[src/rtl/pong_if.sv]
// Handshake bundle between the Pong match sequencer (slave) and its user (master).
// PONG_PAUSE_EN adds the level-sensitive pause input.
interface pong_if #(
  parameter int SCORE_W = 4
);
  logic               start;
  logic               p1_miss;
  logic               p2_miss;
`ifdef PONG_PAUSE_EN
  logic               pause;
`endif
  logic               step_en;
  logic               ball_reset;
  logic               serve_dir;
  logic [SCORE_W-1:0] p1_score;
  logic [SCORE_W-1:0] p2_score;
  logic [2:0]         state;
  logic               game_over;
  logic [1:0]         winner;

`ifdef PONG_PAUSE_EN
  modport master (
    output start, p1_miss, p2_miss, pause,
    input  step_en, ball_reset, serve_dir, p1_score, p2_score, state, game_over, winner
  );
  modport slave (
    input  start, p1_miss, p2_miss, pause,
    output step_en, ball_reset, serve_dir, p1_score, p2_score, state, game_over, winner
  );
`else
  modport master (
    output start, p1_miss, p2_miss,
    input  step_en, ball_reset, serve_dir, p1_score, p2_score, state, game_over, winner
  );
  modport slave (
    input  start, p1_miss, p2_miss,
    output step_en, ball_reset, serve_dir, p1_score, p2_score, state, game_over, winner
  );
`endif
endinterface

[src/rtl/pong_game_ctrl.sv]
// Pong match sequencer: ball-step tick divider, serve/play/point/over FSM, scores and winner.
// Optional feature macro PONG_PAUSE_EN adds a pause input that freezes ticks and the FSM.
module pong_game_ctrl #(
  parameter int TICK_DIV    = 125000,
  parameter int SERVE_DELAY = 60,
  parameter int WIN_SCORE   = 7,
  parameter int SCORE_W     = 4
) (
  input  logic  clk,
  input  logic  reset,
  pong_if.slave bus
);
  localparam int TICK_W = $clog2(TICK_DIV);
  localparam int SRV_W  = (SERVE_DELAY > 1) ? $clog2(SERVE_DELAY) : 1;

  typedef enum logic [2:0] {
    S_IDLE  = 3'd0,
    S_SERVE = 3'd1,
    S_PLAY  = 3'd2,
    S_POINT = 3'd3,
    S_OVER  = 3'd4
  } state_t;

  state_t             state_q, state_d;
  logic [TICK_W-1:0]  tick_cnt_q, tick_cnt_d;
  logic [SRV_W-1:0]   serve_cnt_q, serve_cnt_d;
  logic [SCORE_W-1:0] p1_score_q, p1_score_d;
  logic [SCORE_W-1:0] p2_score_q, p2_score_d;
  logic               serve_dir_q, serve_dir_d;
  logic [1:0]         winner_q, winner_d;
  logic               step_en_q, step_en_d;
  logic               ball_reset_q, ball_reset_d;
  logic               game_over_q, game_over_d;
  logic               pause_s;
  logic               tick_s;

`ifdef PONG_PAUSE_EN
  assign pause_s = bus.pause;
`else
  assign pause_s = 1'b0;
`endif

  // A frozen divider never produces a tick, so pause also stalls SERVE and step_en.
  assign tick_s = !pause_s && (tick_cnt_q == TICK_W'(TICK_DIV - 1));

  always_comb begin
    tick_cnt_d = tick_cnt_q;
    if (pause_s) begin
      tick_cnt_d = tick_cnt_q;
    end else if (tick_s) begin
      tick_cnt_d = '0;
    end else begin
      tick_cnt_d = tick_cnt_q + TICK_W'(1);
    end
  end

  always_comb begin
    state_d     = state_q;
    serve_cnt_d = serve_cnt_q;
    p1_score_d  = p1_score_q;
    p2_score_d  = p2_score_q;
    serve_dir_d = serve_dir_q;
    winner_d    = winner_q;
    case (state_q)
      S_IDLE: begin
        if (bus.start) begin
          p1_score_d  = '0;
          p2_score_d  = '0;
          serve_cnt_d = '0;
          serve_dir_d = 1'b1;
          winner_d    = 2'b00;
          state_d     = S_SERVE;
        end else begin
          state_d = S_IDLE;
        end
      end
      S_SERVE: begin
        if (tick_s) begin
          if (serve_cnt_q == SRV_W'(SERVE_DELAY - 1)) begin
            serve_cnt_d = '0;
            state_d     = S_PLAY;
          end else begin
            serve_cnt_d = serve_cnt_q + SRV_W'(1);
          end
        end else begin
          serve_cnt_d = serve_cnt_q;
        end
      end
      S_PLAY: begin
        // The point goes to the opponent of whoever missed; the next serve heads toward the loser.
        if (pause_s) begin
          state_d = S_PLAY;
        end else if (bus.p1_miss && bus.p2_miss) begin
          serve_dir_d = !serve_dir_q;
          state_d     = S_SERVE;
        end else if (bus.p2_miss) begin
          if (p1_score_q < SCORE_W'(WIN_SCORE)) begin
            p1_score_d = p1_score_q + SCORE_W'(1);
          end else begin
            p1_score_d = p1_score_q;
          end
          serve_dir_d = 1'b1;
          state_d     = S_POINT;
        end else if (bus.p1_miss) begin
          if (p2_score_q < SCORE_W'(WIN_SCORE)) begin
            p2_score_d = p2_score_q + SCORE_W'(1);
          end else begin
            p2_score_d = p2_score_q;
          end
          serve_dir_d = 1'b0;
          state_d     = S_POINT;
        end else begin
          state_d = S_PLAY;
        end
      end
      S_POINT: begin
        if (pause_s) begin
          state_d = S_POINT;
        end else if (p1_score_q == SCORE_W'(WIN_SCORE)) begin
          winner_d = 2'b01;
          state_d  = S_OVER;
        end else if (p2_score_q == SCORE_W'(WIN_SCORE)) begin
          winner_d = 2'b10;
          state_d  = S_OVER;
        end else begin
          state_d = S_SERVE;
        end
      end
      S_OVER: begin
        if (bus.start) begin
          p1_score_d  = '0;
          p2_score_d  = '0;
          serve_cnt_d = '0;
          winner_d    = 2'b00;
          state_d     = S_SERVE;
        end else begin
          state_d = S_OVER;
        end
      end
      default: begin
        state_d = S_IDLE;
      end
    endcase
  end

  // Outputs are precomputed from the next state so they line up with state once registered.
  always_comb begin
    step_en_d    = (state_q == S_PLAY) && (state_d == S_PLAY) && tick_s;
    ball_reset_d = (state_d != S_PLAY);
    game_over_d  = (state_d == S_OVER);
  end

  always_ff @(posedge clk or posedge reset) begin
    if (reset) begin
      state_q      <= S_IDLE;
      tick_cnt_q   <= '0;
      serve_cnt_q  <= '0;
      p1_score_q   <= '0;
      p2_score_q   <= '0;
      serve_dir_q  <= 1'b1;
      winner_q     <= 2'b00;
      step_en_q    <= 1'b0;
      ball_reset_q <= 1'b1;
      game_over_q  <= 1'b0;
    end else begin
      state_q      <= state_d;
      tick_cnt_q   <= tick_cnt_d;
      serve_cnt_q  <= serve_cnt_d;
      p1_score_q   <= p1_score_d;
      p2_score_q   <= p2_score_d;
      serve_dir_q  <= serve_dir_d;
      winner_q     <= winner_d;
      step_en_q    <= step_en_d;
      ball_reset_q <= ball_reset_d;
      game_over_q  <= game_over_d;
    end
  end

  assign bus.step_en    = step_en_q;
  assign bus.ball_reset = ball_reset_q;
  assign bus.serve_dir  = serve_dir_q;
  assign bus.p1_score   = p1_score_q;
  assign bus.p2_score   = p2_score_q;
  assign bus.state      = state_q;
  assign bus.game_over  = game_over_q;
  assign bus.winner     = winner_q;
endmodule
[src/flat_wrapper.sv]
// flat-port wrapper written by rule: the top's interface ports become plain ports
module pong_game_ctrl_flat 
#(
  parameter int TICK_DIV    = 125000,
  parameter int SERVE_DELAY = 60,
  parameter int WIN_SCORE   = 7,
  parameter int SCORE_W     = 4
)
  (clk, reset, bus_start, bus_p1_miss, bus_p2_miss, bus_step_en, bus_ball_reset, bus_serve_dir, bus_p1_score, bus_p2_score, bus_state, bus_game_over, bus_winner);
  pong_if #(.SCORE_W(SCORE_W)) bus_i ();
  input  logic clk;
  input  logic reset;
  input wire logic [$bits(bus_i.start)-1:0] bus_start;
  input wire logic [$bits(bus_i.p1_miss)-1:0] bus_p1_miss;
  input wire logic [$bits(bus_i.p2_miss)-1:0] bus_p2_miss;
  output wire logic [$bits(bus_i.step_en)-1:0] bus_step_en;
  output wire logic [$bits(bus_i.ball_reset)-1:0] bus_ball_reset;
  output wire logic [$bits(bus_i.serve_dir)-1:0] bus_serve_dir;
  output wire logic [$bits(bus_i.p1_score)-1:0] bus_p1_score;
  output wire logic [$bits(bus_i.p2_score)-1:0] bus_p2_score;
  output wire logic [$bits(bus_i.state)-1:0] bus_state;
  output wire logic [$bits(bus_i.game_over)-1:0] bus_game_over;
  output wire logic [$bits(bus_i.winner)-1:0] bus_winner;
  assign bus_i.start = bus_start;
  assign bus_i.p1_miss = bus_p1_miss;
  assign bus_i.p2_miss = bus_p2_miss;
  assign bus_step_en = bus_i.step_en;
  assign bus_ball_reset = bus_i.ball_reset;
  assign bus_serve_dir = bus_i.serve_dir;
  assign bus_p1_score = bus_i.p1_score;
  assign bus_p2_score = bus_i.p2_score;
  assign bus_state = bus_i.state;
  assign bus_game_over = bus_i.game_over;
  assign bus_winner = bus_i.winner;
  pong_game_ctrl #(.TICK_DIV(TICK_DIV), .SERVE_DELAY(SERVE_DELAY), .WIN_SCORE(WIN_SCORE), .SCORE_W(SCORE_W)) u_core (.clk(clk), .reset(reset), .bus(bus_i));
endmodule
[config.mk]
export PLATFORM = sky130hd
export DESIGN_NAME = pong_game_ctrl_flat
export DESIGN_NICKNAME = d
export VERILOG_FILES = /design/src/rtl/pong_if.sv /design/src/rtl/pong_game_ctrl.sv /design/src/flat_wrapper.sv
export SDC_FILE = /design/constraint.sdc
export NUM_CORES = 1
export LEC_CHECK = 0
export ABC_CLOCK_PERIOD_IN_PS = 5600
export CAP_MARGIN = 15
export CORE_ASPECT_RATIO = 1.25
export CORE_UTILIZATION = 30
export CTS_CLUSTER_DIAMETER = 30
export DETAILED_ROUTE_END_ITERATION = 10
export SLEW_MARGIN = 30
export SYNTH_ARGS = -nofsm -noshare
export SYNTH_HDL_FRONTEND = slang
export SYNTH_SLANG_ARGS = --single-unit
[constraint.sdc]
create_clock -name clk -period 5.6 [get_ports clk]
set_clock_uncertainty 0.05 [all_clocks]
set_input_delay 1.12 -clock clk [delete_from_list [all_inputs] [get_ports clk]]
set_output_delay 1.12 -clock clk [all_outputs]
set_load 0.02 [all_outputs]
* Word level (Yosys, flattened, before mapping)
Cells that the tools add are included. Widths: inputs -> output; s select.
Word-level totals: bits in registers 40, input bits 5, output and inout bits 17, logic and storage cells 87
Operators by class: add/sub/neg operators 4, $lt $le $gt $ge 2, equal/unequal tests 22, multiplexer cells 34, reductions and logical operators 15
Operators by type and width (count):
- $mux 4 | 8
- $mux 3 | 7
- $mux 6 | 3
- $add 17x1->17 const B | 1
- $eq 17x17->1 const B | 1
- $mux 17 | 1
- $pmux 4 s2 | 2
- $pmux 3 s5 | 1
- $pmux 6 s2 | 1
- $ne 2x2->1 const B | 5
- $eq 3x2->1 const B | 3
- $reduce_and 3->1 | 3
- $add 4x1->4 const B | 2
- $eq 4x3->1 const B | 2
- $lt 4x3->1 const B | 2
- $ne 2x1->1 const B | 4
- $reduce_bool 2->1 | 4
- $add 6x1->6 const B | 1
- $eq 3x3->1 const B | 2
- $eq 6x6->1 const B | 1
- $mux 1 | 6
- $mux 2 | 3
- $reduce_and 6->1 | 1
- $reduce_and 5->1 | 1
- 10 further kinds | 12

* Logic depth before layout (Yosys ltp)
depth after elaboration 7, mapped depth 6, mapped depth without buffers 6

* Worst setup path after synthesis
OpenSTA, ideal clock, no wires.
kind input-to-reg, start point input port bus_start, end point register u_core.serve_cnt_q[3], setup time 0.124 ns, data arrival time 1.748 ns, required time 5.426 ns, path slack 3.678 ns, stages 4, path buffers 1, path through and2_1 > clkbuf_1 > a21oi_1 > a211o_1
On the way: longest elaborated chain between the ends 2
Ends and longest elaborated chain:
- from (decl) | RTL line flat_wrapper.sv:13 | input wire logic [$bits(bus_i.start)-1:0] bus_start;
- $ne 2x1->1 (no line)
- $reduce_and 3->1 (no line)
- to (signal assigned) | RTL line pong_game_ctrl.sv:168 | serve_cnt_q <= serve_cnt_d;
- to (decl) | RTL line pong_game_ctrl.sv:26 | logic [SRV_W-1:0] serve_cnt_q, serve_cnt_d;
Every way passes these cells. A chain may end at the register's enable or synchronous reset.

* Final worst setup path
start point register u_core.serve_dir_q, in the netlist u_core.bus.serve_dir, end point output port bus_serve_dir
RTL lines:
- from (decl) | RTL line pong_game_ctrl.sv:29 | logic serve_dir_q, serve_dir_d;
- from (signal assigned) | RTL line pong_game_ctrl.sv:171 | serve_dir_q <= serve_dir_d;
- to (decl) | RTL line flat_wrapper.sv:18 | output wire logic [$bits(bus_i.serve_dir)-1:0] bus_serve_dir;
No word-level cell between the ends.

==> run metrics <==
Period Utilization, post-route=46.3%; Layout area overhead=20.2%; Hold Vio Cnt, Final=0; Post-CTS Hold Buffers=0; Ant. Diodes=0; count leader, synth=dfrtp_1; gr usage total=13.1%; placed insts=289; outcome=completed; GRT met3 Usage=3.30%; Global Route met2 Usage=21.3%; Die W=73.7 um; WHS=0.443 ns; Congestion Overflow GR=0; sequential fraction of the synthesis area=52.0%; Main synth FF type=dfrtp_1; reg2reg setup slack=3.47 ns; Yosys warning count=0; Clk pin slew, worst setup/hold paths=0.08 ns; Slew HR=49.7%; worst skew pair latency=0.29 ns; family with the most delay on the worst path=buffers and inverters; first-pass GRT wire length=6760 um; Worst VDD drop=0.0811 mV; Power Density=244 nW/um^2; top cells by count, synth=dfrtp_1, nor2_1, nand2_1; Setup TNS=0 ns; Critical Path Sink Type=output port; crit path cell chain=clkdlybuf4s50_1; worst path bufs/invs=1; cell taking the most area after synthesis=dfrtp_1; drt first-iter violations=70; Max clock buf depth=2; top cells by area, synth=dfrtp_1, nor2_1, xor2_1; unrepaired setup endpoints after global routing=no; nets=220; Core Rows=32; antenna violations before repair=0; Finished Layout Cells=297; Inserted Clock Buffers=5; Die ar.=6750 um^2; slowest CP cell=clkdlybuf4s50_1; Port Buffers=21; Slew Limit Fails=0; crit path DAT=1.42 ns; Synth top area share=49.3%; RR Endpoint=u_core.bus.winner[0]; layout cells sized above 1=8.49%; Tightest Pin Transition=0.751 ns; clock sinks=40; GP Congestion=0.779; min Tclk post-route=2.59 ns; post-CTS resize count=0; vias per cell=4.96; asr flop ratio synth=100%; clk root buf=clkbuf_8; final setup fails=0; worst path required time=4.43 ns; chip height=91.6 um; final WL=3800 um; Mapped Avg Cell Area=10.4 um^2; Max Fanout on Critical Path=3; via count=1472; Distinct cells, synth=37; Post-synth EDFFs=0; vias in the first global route=1515; drc violations=0; fillers=611; total power=565 uW; Synth Net Count=194; pin count of the biggest net entering global routing=41; Global Route met1 Usage=16.0%; Starting Density=31.1%; IO Pins=22; leakage power=0.00106 uW; placed wire-length estimate=2740 um; Seq cells post-synth=40; postcts setup bufs=0; Post-Syn Area=1930 um^2; Mapped Cells=185; Crit. path cell count=1; final core occ=37.4%; R2R depth=4; WL/cell=12.8 um; worst setup path start=u_core.bus.serve_dir; Max Clk Rate=0.385 GHz; Hold Path Class=flop to flop; max-capacitance violation count=0; CP Launch Type=flop; CP max stage delay=0.60 ns; Critical Path Sink=bus_serve_dir; kind of critical path=flop to output port; CTS tree=done; Core Region=6210 um^2; GR peak layer=met2; H-Tree Depth=2; reg2reg start=u_core.bus.state[1]; drt pass-1 iters=5; Final ANT Viol Nets=0
-- metal layers --
metal	share of wire, %	vias up	wire (um)
met2	49	37	1850
li1	-	707	-
met4	1.9	0	72
met3	3.7	10	141
met5	0	-	0
met1	46	718	1730
-- stage by stage --
stage          cell area (um^2)  worst slack [ns]
3_5_place_dp               2240              2.98
3_3_place_gp               2240              3.01
5_1_grt                    2320              2.95
4_1_cts                    2320              2.98
6_report                   2320              3.01
2_1_floorplan              1930              3.52
-- power breakdown --
part / internal, uW / leakage (uW) / switching [uW]
Sequential: 302 / 0.000521 / 12.2
Combinational: 31.0 / 0.000498 / 38.9
Clock: 87.4 / 0.0000422 / 93.6
-- layout by cell type (no fill, tap or decap), drive strengths merged, types with 3 or more instances in the layout --
cell / synthesis / final
dfrtp: 38 / 38
nor2: 23 / 23
clkdlybuf4s50: 0 / 21
nand2: 16 / 16
nand3: 12 / 12
xor2: 9 / 9
nand4: 9 / 9
o21ai: 8 / 8
clkbuf: 2 / 7
xnor2: 6 / 6
and3: 5 / 5
inv: 5 / 5
and2: 4 / 4
a21oi: 4 / 4
mux2i: 4 / 4
ha: 4 / 4
a211o: 3 / 3
nand3b: 3 / 3
nor3b: 3 / 3
-- sequential cells by signal, summed over array words and instances (netlist names) --
name,cells
u_core.tick_cnt_q,17
u_core.serve_cnt_q,6
u_core.bus.p1_score,4
u_core.bus.p2_score,4
u_core.bus.state,3
u_core.bus.winner,2
u_core.bus.ball_reset,1
u_core.bus.game_over,1
u_core.bus.serve_dir,1
u_core.bus.step_en,1
-- cells by family (layout without fill, tap and decap cells) --
| kind of cell | Yosys count | in the layout | synth area share (%) |
|---|---|---|---|
| compound gates | 20 | 20 | 6.42 |
| xor+xnor | 15 | 15 | 6.81 |
| fa+ha+maj | 4 | 4 | 2.60 |
| buf+inv | 8 | 35 | 1.75 |
| flops | 40 | 40 | 52.0 |
| mux | 6 | 6 | 3.24 |
| simple gates | 92 | 92 | 27.1 |
-- worst min path at each step --
stage                          from              endpoint  slack (ns)  cells past startpoint
3_5_place_dp   u_core.tick_cnt_q[0]  u_core.tick_cnt_q[0]        0.43                      1
4_1_cts        u_core.tick_cnt_q[0]  u_core.tick_cnt_q[0]        0.45                      1
5_1_grt        u_core.tick_cnt_q[0]  u_core.tick_cnt_q[0]        0.47                      1
6_report       u_core.tick_cnt_q[0]  u_core.tick_cnt_q[0]        0.44                      1
2_1_floorplan  u_core.tick_cnt_q[0]  u_core.tick_cnt_q[0]        0.40                      1
3_3_place_gp   u_core.tick_cnt_q[0]  u_core.tick_cnt_q[0]        0.43                      1
-- layout make-up --
| type | count | area [um^2] | area share (%) |
|---|---|---|---|
| multi-input cells | 137 | 891 | 38.4 |
| well taps | 85 | 106 | 4.59 |
| flip-flops and latches | 40 | 1000 | 43.3 |
| clock inverters | 1 | 5.00 | 0.216 |
| repair buffers | 22 | 218 | 9.39 |
| clock buffers | 7 | 76.3 | 3.29 |
| inverters | 5 | 18.8 | 0.809 |
No activity file was read; power rests on OpenSTA's default activity.
